## src/rtl/passcode_enroll_pkg.sv

```systemverilog
// Shared types and constants for the passcode enrollment path.
// The helpers map digit slot 0..3 onto code bits [15:12]..[3:0].
package passcode_enroll_pkg;

    typedef logic [3:0] digit_t;

    typedef enum logic [2:0] {
        sIdle    = 3'd0,
        sNew     = 3'd1,
        sConfirm = 3'd2,
        sCommit  = 3'd3,
        sFail    = 3'd4
    } enroll_state_t;

    localparam logic [15:0] DEFAULT_CODE = 16'h1224;
    localparam digit_t      DIGIT_BLANK  = 4'h0;

    function automatic digit_t get_digit(input logic [15:0] code, input logic [1:0] idx);
        return code[{~idx, 2'b00} +: 4];
    endfunction

    function automatic logic [15:0] set_digit(input logic [15:0] code, input logic [1:0] idx,
                                              input digit_t d);
        logic [15:0] res;
        res = code;
        res[{~idx, 2'b00} +: 4] = d;
        return res;
    endfunction

endpackage

```

## src/rtl/passcode_enroll_btn_one_shot.sv

```systemverilog
// Press detector for an active-low button: one-cycle pulse, registered, one cycle after
// the first low sample. Holding the button produces no repeats; there is no backpressure.
module btn_one_shot (
    input  logic clk,
    input  logic rst_n,
    input  logic btn_n,
    output logic press
);

    logic prev_q, prev_d;
    logic press_q, press_d;

    always_comb begin
        prev_d  = ~btn_n;
        press_d = ~btn_n & ~prev_q;
    end

    always_ff @(posedge clk or negedge rst_n) begin
        if (!rst_n) begin
            prev_q  <= 1'b0;
            press_q <= 1'b0;
        end else begin
            prev_q  <= prev_d;
            press_q <= press_d;
        end
    end

    assign press = press_q;

endmodule

```

## src/rtl/passcode_enroll.sv

```systemverilog
// Two-pass passcode enrollment: new digits, then confirm; commit updates code_word the cycle
// after the done pulse. One press consumed per cycle; enroll_en low aborts any entry.
module passcode_enroll
    import passcode_enroll_pkg::*;
#(
    parameter logic [15:0] DEFAULT_CODE   = 16'h1224,
    parameter int          TIMEOUT_CYCLES = 50_000_000
) (
    input  logic        clk,
    input  logic        rst_n,
    input  logic        btn0,
    input  logic [3:0]  SW,
    input  logic        enroll_en,
    output logic [15:0] code_word,
    output logic        enroll_busy,
    output logic        enroll_done,
    output logic        enroll_fail,
    output logic [2:0]  enroll_state,
    output logic [3:0]  led
);

    localparam int           TW       = $clog2(TIMEOUT_CYCLES + 1);
    localparam logic [TW-1:0] TMO_LAST = TW'(TIMEOUT_CYCLES - 1);

    enroll_state_t state_q, state_d;
    logic [1:0]    idx_q, idx_d;
    logic [15:0]   scratch_q, scratch_d;
    logic [15:0]   code_q, code_d;
    logic [TW-1:0] tmo_q, tmo_d;
    logic          press;

    btn_one_shot u_one_shot (
        .clk   (clk),
        .rst_n (rst_n),
        .btn_n (btn0),
        .press (press)
    );

    always_comb begin
        state_d   = state_q;
        idx_d     = idx_q;
        scratch_d = scratch_q;
        code_d    = code_q;
        tmo_d     = '0;
        case (state_q)
            sIdle: begin
                if (enroll_en && press) begin
                    if (SW != DIGIT_BLANK) begin
                        scratch_d = set_digit(scratch_q, 2'd0, SW);
                        idx_d     = 2'd1;
                        state_d   = sNew;
                    end else begin
                        state_d = sFail;
                    end
                end
            end
            sNew, sConfirm: begin
                tmo_d = press ? '0 : tmo_q + TW'(1);
                // Abort outranks a press arriving in the same cycle.
                if (!enroll_en) begin
                    state_d   = sIdle;
                    idx_d     = 2'd0;
                    scratch_d = '0;
                end else if (press) begin
                    if (state_q == sNew) begin
                        if (SW == DIGIT_BLANK) begin
                            state_d = sFail;
                            idx_d   = 2'd0;
                        end else begin
                            scratch_d = set_digit(scratch_q, idx_q, SW);
                            if (idx_q == 2'd3) begin
                                idx_d   = 2'd0;
                                state_d = sConfirm;
                            end else begin
                                idx_d = idx_q + 2'd1;
                            end
                        end
                    end else if (SW != get_digit(scratch_q, idx_q)) begin
                        state_d = sFail;
                        idx_d   = 2'd0;
                    end else if (idx_q == 2'd3) begin
                        state_d = sCommit;
                    end else begin
                        idx_d = idx_q + 2'd1;
                    end
                end else if (tmo_q == TMO_LAST) begin
                    state_d = sFail;
                    idx_d   = 2'd0;
                end
            end
            sCommit: begin
                code_d    = scratch_q;
                scratch_d = '0;
                idx_d     = 2'd0;
                state_d   = sIdle;
            end
            sFail: begin
                scratch_d = '0;
                idx_d     = 2'd0;
                state_d   = sIdle;
            end
            default: begin
                scratch_d = '0;
                idx_d     = 2'd0;
                state_d   = sIdle;
            end
        endcase
    end

    always_ff @(posedge clk or negedge rst_n) begin
        if (!rst_n) begin
            state_q   <= sIdle;
            idx_q     <= 2'd0;
            scratch_q <= '0;
            code_q    <= DEFAULT_CODE;
            tmo_q     <= '0;
        end else begin
            state_q   <= state_d;
            idx_q     <= idx_d;
            scratch_q <= scratch_d;
            code_q    <= code_d;
            tmo_q     <= tmo_d;
        end
    end

    always_comb begin
        led = 4'b0000;
        if (state_q == sNew || state_q == sConfirm) begin
            led = ~(4'hF >> idx_q);
        end
    end

    assign code_word    = code_q;
    assign enroll_busy  = (state_q != sIdle);
    assign enroll_done  = (state_q == sCommit);
    assign enroll_fail  = (state_q == sFail);
    assign enroll_state = state_q;

endmodule

```

## config.mk

```make
export PLATFORM = sky130hd
export DESIGN_NAME = passcode_enroll
export DESIGN_NICKNAME = d
export VERILOG_FILES = /design/src/rtl/passcode_enroll_pkg.sv /design/src/rtl/passcode_enroll_btn_one_shot.sv /design/src/rtl/passcode_enroll.sv
export SDC_FILE = /design/constraint.sdc
export NUM_CORES = 1
export LEC_CHECK = 0
export CAP_MARGIN = 20
export CELL_PAD_IN_SITES_DETAIL_PLACEMENT = 1
export CELL_PAD_IN_SITES_GLOBAL_PLACEMENT = 1
export CORE_MARGIN = 2
export CORE_UTILIZATION = 45
export CTS_BUF_LIST = sky130_fd_sc_hd__clkbuf_4 sky130_fd_sc_hd__clkbuf_8 sky130_fd_sc_hd__clkbuf_16
export CTS_CLUSTER_SIZE = 10
export DETAILED_ROUTE_END_ITERATION = 10
export MAX_ROUTING_LAYER = met4
export PLACE_DENSITY_LB_ADDON = 0.1
export SLEW_MARGIN = 20
export SYNTH_ARGS = -nofsm -noshare
export SYNTH_HDL_FRONTEND = slang
export SYNTH_SLANG_ARGS = --single-unit
export TNS_END_PERCENT = 50
```

## constraint.sdc

```tcl
create_clock -name clk -period 2.3 [get_ports clk]
set_input_delay 0.575 -clock clk [delete_from_list [all_inputs] [get_ports clk]]
set_output_delay 0.575 -clock clk [all_outputs]
set_load 0.02 [all_outputs]
```

### After elaboration in Yosys (flattened, before gate mapping)

Cells that the tools add are included.

* word-level logic and storage cells: 81
* register bits: 65
* input bits: 8

* reductions and logical operators: 11
* bitwise logic cells: 6
* shift operators: 4
* $add $sub $neg: 3
* multiplexer cells: 33
* equal/unequal tests: 16

Operators with widths (count)
* $mux W16: 6
* $mux W26: 2
* $pmux W16 S2: 1
* $mux W3: 10
* $add A26 B1 Y26 const B: 1
* $eq A26 B26 Y1 const B: 1
* $mux W2: 10
* $ne A6 B6 Y1 const B: 3
* $bwmux W16: 1
* $shift A4 B6 Y16 const A: 1
* $shiftx A16 B5 Y4: 1
* $shiftx A4 B6 Y16: 1
* $reduce_and A4 Y1: 3
* $eq A3 B2 Y1 const B: 2
* $ne A3 B3 Y1 const B: 2
* $neg A4 Y6: 1
* $pmux W3 S2: 1
* $reduce_and A5 Y1: 1
* $logic_not A4 Y1: 1
* $mux W4: 1
* $ne A2 B2 Y1 const B: 2
* $ne A4 B3 Y1 const B: 1
* $ne A4 B4 Y1: 1
* $not A4 Y4: 1
* 16 further kinds: 18

### Logic depth before layout (Yosys ltp)

Gate-level depths: netlist of the first run.

* word-level depth: 9
* depth in mapped cells: 7
* gate-level depth less buffers: 7

### Modules after synthesis

Synthesis of the first run repeated with hierarchy kept, for this count alone.

* cell total of the unflattened synthesis: 323
* area, all modules: 3349.5 um2

Modules (own cells, without submodules)
* passcode_enroll: area each 3291.9 um2, instances 1, cells an instance 319
* btn_one_shot: area each 57.6 um2, instances 1, cells an instance 4

### Least setup slack after synthesis of the first run

No wires, ideal clock.

* path type: reg2out
* start: register state_q[2] (netlist: enroll_state[2])
* end: output enroll_done
* arrival: 1612 ps
* stages on the path, launching flop included: 6
* buffers on the path: 2
* slack: 113 ps
* cells stage by stage: dfrtp_1 buf_4 and2b_1 nand2_1 clkbuf_1 inv_1

* longest elaborated chain between the ends: 1

Ends and longest elaborated chain
* start, declared: RTL line passcode_enroll.sv:25 `enroll_state_t state_q, state_d;`
* start signal, assigned: RTL line passcode_enroll.sv:112 `state_q <= sIdle;`
* start signal, assigned: RTL line passcode_enroll.sv:118 `state_q <= state_d;`
* $eq A3 B2 Y1: RTL line passcode_enroll.sv:135 `assign enroll_done = (state_q == sCommit);`
* end, declared: RTL line passcode_enroll.sv:16 `output logic enroll_done,`

Every way passes these cells.

### Final worst setup path of the first run

* start: input SW[1]
* end: register scratch_q[14]

* longest elaborated chain between the ends: 7
* elaborated cells between the ends (all ways): 12

Ends and longest elaborated chain
* start, declared: RTL line passcode_enroll.sv:12 `input logic [3:0] SW,`
* $shiftx A4 B6 Y16: RTL line passcode_enroll_pkg.sv:26 `res[{~idx, 2'b00} +: 4] = d;`
* $bwmux W16: RTL line passcode_enroll_pkg.sv:26
* $mux W16: RTL line passcode_enroll.sv:66 `if (SW == DIGIT_BLANK) begin`
* $mux W16: RTL line passcode_enroll.sv:65 `if (state_q == sNew) begin`
* $mux W16: RTL line passcode_enroll.sv:64 `end else if (press) begin`
* $mux W16: RTL line passcode_enroll.sv:60 `if (!enroll_en) begin`
* $pmux W16 S2: RTL line passcode_enroll.sv:45 `case (state_q)`
* end signal, assigned: RTL line passcode_enroll.sv:120 `scratch_q <= scratch_d;`
* end, declared: RTL line passcode_enroll.sv:27 `logic [15:0] scratch_q, scratch_d;`

Several ways; a longest one is shown, not always the timed one. The select of a mux whose other input is x is not followed.
A chain may end at the register's enable or synchronous reset.

==> impl_metrics.py, run 1 <==
metrics = {
    "run_status": {
        "status": "complete, no violations",
    },
    "sta": {
        "fin_crit_sh_pct": 96.34,
        "rsz0062_at_grt": "false",
        "whs_ns": 0.2154,
        "setup_violations": 0,
        "clock_skew_ns": 0.01512,
        "maxSlewViolCount": 0,
        "worst_slack_ns": 0.08422,
        "layout_min_cycle_time_ns": 2.216,
        "hold_viol_final": 0,
        "fmax_ghz": 0.4513,
    },
    "logic_synthesis": {
        "ys.flop_type": "dfrtp_1",
        "syn_avg_cell_area_um2": 10.54,
        "synth_cell_type_count": 54,
        "ys_seq_area_share_pct": 48.55,
        "synth_warnings": 0,
        "syn_area_mm2": 0.003361,
        "syn_inst": 319,
        "ys_async_sr_fraction_pct": 100.0,
        "ys_seq_elements": 65,
        "synth_edf_count": 0,
        "synth_fp_nets": 334,
    },
    "placement": {
        "io_buffer_count": 32,
        "pre_cts_ws_ns": -0.3491,
        "gp_congestion": 0.8093,
        "dp_hpwl_um": 6257,
    },
    "setup_path": {
        "crit_buf_inv": 1,
        "cp_slowest_stage_delay_ns": 0.57,
        "crit_chain": "clkdlybuf4s50_1 -> or4_4 -> and2_1 -> o21ai_1 -> a21oi_1 -> a211oi_2 -> a22o_1",
        "critical_path_peak_fanout": 4,
        "startpoint_type": "input pin",
        "worstSetupEndpointType": "flip-flop",
        "crit_slowest_cell": "or4_4",
        "worstPathArrival_ns": 2.51,
        "crit_type": "in2reg",
        "critPathTopFamily": "simple AND/OR/NAND/NOR gates",
        "required_ns": 2.59,
    },
    "floorplanning": {
        "die_w_um": 90.42,
        "dieArea_mm2": 0.008176,
        "start_util_pct": 46.33,
        "coreArea_mm2": 0.007253,
        "die_height_um": 90.42,
        "num_rows": 31,
        "io_pins": 34,
    },
    "grt": {
        "grt_max_degree": 66,
        "grt_pass1_vias": 2792,
        "track_usage_pct": 23.75,
        "grt_pass1_wl_um": 14660,
        "antenna_found_initial": 0,
        "overflow": 0,
    },
    "finish": {
        "antenna_cells": 0,
        "syn2layout_area_growth_pct": 26.32,
        "drive_gt1_share_pct": 22.42,
        "fin_nets": 398,
    },
    "run": {
        "cap_violations": 0,
    },
    "clocking": {
        "clk_path_buf_depth": 2,
        "cts_inserted_buffers": 9,
        "tritoncts": "yes",
        "h-tree-depth": 3,
        "ctsHoldBuffers": 0,
        "clkSinkCount": 65,
        "clkTransAtPathRegs_ns": 0.07,
        "root_buffer": "clkbuf_8",
        "insertion_delay_ns": 0.36,
        "cts_setup_buffers": 0,
    },
    "power": {
        "leakagePower_nw": 1.908,
        "ir_drop_mv": 0.4899,
        "pwr_density_cell_mw_per_mm2": 828.6,
    },
    "hold_path": {
        "hold_path.class": "in2async",
    },
    "route": {
        "antenna_left": 0,
        "drt_pass1_iterations": 4,
        "routed_wl_um": 8863,
        "drc_errors": 0,
        "wl_per_cell_um": 18.20,
        "vias_per_cell": 5.554,
        "vias": 2705,
        "drt_iter0_markers": 123,
    },
}
registers in the layout, indices dropped and copies added, names as in the netlist:
register           flops
enroll_state           3
code_word             16
u_one_shot.press       1
scratch_q             16
u_one_shot.prev_q      1
idx_q                  2
tmo_q                 26
stage by stage:
| step | area (um2) | TNS [ns] | util, % | power, W | std cells |
|---|---|---|---|---|---|
| floorplan | 3361 | 0 | - | 0.001972 | 319 |
| global placement | 3988 | -4.452 | 54.98 | 0.002358 | 471 |
| detailed placement | 3988 | -5.731 | 54.98 | 0.002396 | 471 |
| CTS | 4218 | 0 | 58.15 | 0.003527 | 487 |
| global route | 4245 | 0 | 58.53 | 0.003701 | 487 |
| finish | 4245 | 0 | 58.53 | 0.003518 | 487 |
metal layers:
metal | part of all wire (%) | GRT usage [%]
met1 | 47 | 32.49
met5 | 0 | -
met3 | 3.9 | 4.341
met4 | 1.5 | 7.949
met2 | 47 | 36.03
where the power goes:
| group | switching [W] | internal (W) | total [W] |
|---|---|---|---|
| registers | 0.0000847 | 0.00122 | 0.00130 |
| logic | 0.000650 | 0.000440 | 0.00109 |
| clock network | 0.000457 | 0.000666 | 0.00112 |
| total | 0.00119 | 0.00233 | 0.00352 |
worst reg2reg max path, stage by stage (launching register included):
cell      delay, ns
dfrtp_1        0.35
buf_4          0.18
mux4_1         0.58
xnor2_1        0.17
nand4_1        0.17
nand4b_4       0.26
o211ai_2       0.19
a21boi_2       0.18
synth_stat cells, types with 2 or more instances:
library cell | n | area [um2]
mux2_2 | 16 | 180.2
nor4b_1 | 2 | 17.52
or3_1 | 7 | 43.79
nand2_1 | 28 | 105.1
nand3_2 | 2 | 20.02
mux4_1 | 4 | 105.1
buf_4 | 4 | 30.03
xor2_1 | 14 | 122.6
and2_1 | 3 | 18.77
dfrtp_1 | 61 | 1526
inv_1 | 10 | 37.54
and4_1 | 3 | 26.28
o21ai_1 | 2 | 10.01
nor3_1 | 4 | 20.02
a21oi_1 | 7 | 35.03
nor2_1 | 30 | 112.6
xnor2_1 | 11 | 96.34
o21a_1 | 2 | 15.01
o21ai_0 | 21 | 105.1
nand2b_1 | 5 | 31.28
ha_1 | 7 | 87.58
and3_1 | 6 | 37.54
a22o_1 | 5 | 43.79
or2_1 | 2 | 12.51
clkbuf_1 | 5 | 18.77
nand4_1 | 7 | 43.79
dfstp_2 | 4 | 105.1
nand3_1 | 21 | 105.1
cell type report:
| class | instances | area, um2 |
|---|---|---|
| well taps | 99 | 123.9 |
| clock buffers | 12 | 152.6 |
| multi-input cells | 233 | 1662 |
| fillers | 825 | 3008 |
| inverters | 10 | 37.54 |
| flip-flops and latches | 65 | 1633 |
| clock inverters | 4 | 76.32 |
| repair buffers | 64 | 560.5 |
worst paths after layout:
path | from | end | slack, ns | depth (start not counted)
worst max-delay path | SW[1] | scratch_q[14] | 0.08 | 7
min in group clk | u_one_shot.prev_q | u_one_shot.press | 0.40 | 1
max in group asynchronous | rst_n | code_word[12] | 1.72 | 2
worst min register to register | u_one_shot.prev_q | u_one_shot.press | 0.40 | 1
worst min-delay path | rst_n | tmo_q[21] | 0.22 | 2
worst max register to register | idx_q[0] | idx_q[0] | 0.15 | 7
what timing repair did:
item / in CTS / in global routing
pin swaps: 1 / 2
resized for setup: 8 / 7
cloned: 0 / 0
setup endpoints to repair: 10 / 18
cells in the final DEF (no fill, tap or decap), types with 3 or more instances in the layout:
cell             instances
mux2_2                  16
clkdlybuf4s50_1         25
and2_1                   3
dfrtp_1                 60
mux4_1                   4
a21oi_1                  7
clkbuf_8                10
nand3_1                 21
xnor2_1                 10
or3_1                    7
dlygate4sd2_1            6
and3_1                   6
a22o_1                   5
o21ai_1                  3
nor3_1                   4
nand2_2                  3
inv_1                   10
xor2_1                  14
ha_1                     7
and4_1                   3
dfstp_2                  4
nand2_1                 25
nor2_1                  30
nand2b_1                 5
o21ai_0                 20
buf_4                   31
nand4_1                  7
cells by family (layout without fill, tap and decap cells):
| group | count (synthesis) | count (layout) | synth area share (%) |
|---|---|---|---|
| DFF | 65 | 65 | 48.55 |
| and+or+nand+nor | 130 | 130 | 20.77 |
| muxes | 20 | 20 | 8.488 |
| AOI/OAI and AO/OA | 50 | 50 | 9.903 |
| xor gates and xnor gates | 25 | 25 | 6.515 |
| other | 1 | 1 | 0.1116 |
| buffers and inverters | 21 | 90 | 3.053 |
| adders and majority gates | 7 | 7 | 2.606 |
Note: power is estimated with default switching activity, not from simulation.
==> inputs of run 2 (changes only) <==
--- a/config.mk
+++ b/config.mk
@@ -8,6 +8,7 @@
 export CAP_MARGIN = 20
 export CELL_PAD_IN_SITES_DETAIL_PLACEMENT = 1
 export CELL_PAD_IN_SITES_GLOBAL_PLACEMENT = 1
+export CORE_ASPECT_RATIO = 1.2
 export CORE_MARGIN = 2
 export CORE_UTILIZATION = 45
 export CTS_BUF_LIST = sky130_fd_sc_hd__clkbuf_4 sky130_fd_sc_hd__clkbuf_8 sky130_fd_sc_hd__clkbuf_16
==> impl_metrics.py, run 2 (synthesized netlist as in run 1, its figures left out) <==
metrics = {
    "clocking": {
        "cts_setup_buffers": 0,
        "h-tree-depth": 3,
        "cts_inserted_buffers": 9,
        "ctsHoldBuffers": 0,
        "clkSinkCount": 65,
        "root_buffer": "clkbuf_8",
        "tritoncts": "yes",
        "clkTransAtPathRegs_ns": 0.07,
        "insertion_delay_ns": 0.35,
        "clk_path_buf_depth": 2,
    },
    "route": {
        "wl_per_cell_um": 18.36,
        "drt_pass1_iterations": 4,
        "drc_errors": 0,
        "vias_per_cell": 5.585,
        "routed_wl_um": 8756,
        "vias": 2664,
        "antenna_left": 0,
        "drt_iter0_markers": 78,
    },
    "setup_path": {
        "crit_slowest_cell": "dfrtp_2",
        "worstReg2RegEnd": "idx_q[0]",
        "crit_buf_inv": 2,
        "worstSetupEndpointType": "output pin",
        "crit_type": "reg2out",
        "required_ns": 1.73,
        "worstPathArrival_ns": 1.66,
        "crit_chain": "buf_4 -> ha_1 -> and2_1 -> clkdlybuf4s15_1",
        "critical_path_peak_fanout": 6,
        "startpoint_type": "flip-flop",
        "critPathTopFamily": "flip-flops",
        "cp_slowest_stage_delay_ns": 0.48,
        "startpoint": "idx_q[0]",
        "r2r_cells": 6,
        "reg2reg_slack_ns": 0.09,
        "timing.rr.start": "idx_q[0]",
    },
    "finish": {
        "fin_nets": 397,
        "drive_gt1_share_pct": 21.96,
        "largest_register_ffs": 26,
        "syn2layout_area_growth_pct": 25.84,
        "fin_cells": 477,
        "most-common-layout-cells": "dfrtp_1 (57), nor2_1 (30), buf_4 (30)",
        "final_common_cell": "dfrtp_1",
        "top_register": "tmo_q",
        "postLayoutCoreUtil_pct": 58.48,
        "antenna_cells": 0,
    },
    "floorplanning": {
        "die_height_um": 98.67,
        "dieArea_mm2": 0.008178,
        "io_pins": 34,
        "num_rows": 34,
        "die_w_um": 82.89,
        "coreArea_mm2": 0.007232,
        "start_util_pct": 46.47,
    },
    "sta": {
        "fmax_ghz": 0.4480,
        "clock_skew_ns": 0.01364,
        "rsz0062_at_grt": "false",
        "worst_slack_ns": 0.06762,
        "fin_crit_sh_pct": 97.06,
        "setup_violations": 0,
        "whs_ns": 0.2081,
        "layout_min_cycle_time_ns": 2.232,
        "maxSlewViolCount": 0,
        "hold_viol_final": 0,
        "max_slew_margin_pct": 65.51,
        "worst_pin_slew_ns": 0.5126,
    },
    "power": {
        "ir_drop_mv": 0.3962,
        "leakagePower_nw": 1.897,
        "power_frac_seq_pct": 36.6,
        "pwr_density_cell_mw_per_mm2": 859.5,
        "p_comb_share_pct": 29.7,
        "p_sw_w": 0.001223,
        "p_clk_share_pct": 33.7,
        "p_int_w": 0.002412,
        "switching_share_pct": 33.64,
    },
    "placement": {
        "pre_cts_ws_ns": -0.2761,
        "gp_congestion": 0.8454,
        "io_buffer_count": 32,
        "dp_cells": 461,
        "dp_hpwl_um": 6387,
    },
    "grt": {
        "grt_max_degree": 66,
        "grt_pass1_vias": 2932,
        "grt_pass1_wl_um": 14950,
        "track_usage_pct": 23.93,
        "overflow": 0,
        "antenna_found_initial": 0,
    },
    "run_status": {
        "status": "complete, no violations",
    },
    "run": {
        "cap_violations": 0,
    },
    "hold_path": {
        "hold_path.class": "in2async",
    },
}
-- run 2: final cells by class --
type	instances	area [um2]
fill	774	3003
multi-input combinational	233	1638
sequential	65	1637
timing repair buffer	63	555.5
clock inverter	7	125.1
clock buffer	9	123.9
tap	90	112.6
inverter	10	37.54
-- run 2: metal layers --
metal  share of wire [%]  routed length [um]  vias up  GRT usage (%)
met2                  56                4883       38          43.67
met4                 3.1                 271        0          11.35
met1                  39                3397     1345          24.92
li1                    -                   -     1257              -
met3                 2.3                 204       24          4.104
met5                   0                   0        -              -
-- run 2: power groups by stage --
stage,sequential (W),clock [W],combinational [W]
2_1_floorplan,0.00131,0,0.000658
3_5_place_dp,0.00135,0,0.00109
3_3_place_gp,0.00134,0,0.00106
5_1_grt,0.00134,0.00130,0.00119
6_report,0.00133,0.00122,0.00108
4_1_cts,0.00133,0.00125,0.00109
-- run 2: what timing repair did --
action / CTS / global route
resized for setup: 10 / 4
pin swaps: 0 / 1
endpoints found under the setup margin: 7 / 8
-- run 2: worst max path at each step --
stage / depth (start not counted) / to / slack (ns)
floorplan: 5 / enroll_done / 0.11
global placement: 7 / scratch_q[15] / -0.19
detailed placement: 7 / scratch_q[13] / -0.28
CTS: 4 / led[1] / 0.02
global route: 6 / idx_q[0] / 0.007
finish: 4 / led[1] / 0.07
-- run 2: stage by stage --
| stage | area, um2 | power, W | TNS, ns |
|---|---|---|---|
| 2_1_floorplan | 3361 | 0.001972 | 0 |
| 3_3_place_gp | 3969 | 0.002407 | -2.282 |
| 3_5_place_dp | 3969 | 0.002440 | -3.925 |
| 4_1_cts | 4215 | 0.003670 | 0 |
| 5_1_grt | 4229 | 0.003832 | 0 |
| 6_report | 4229 | 0.003635 | 0 |
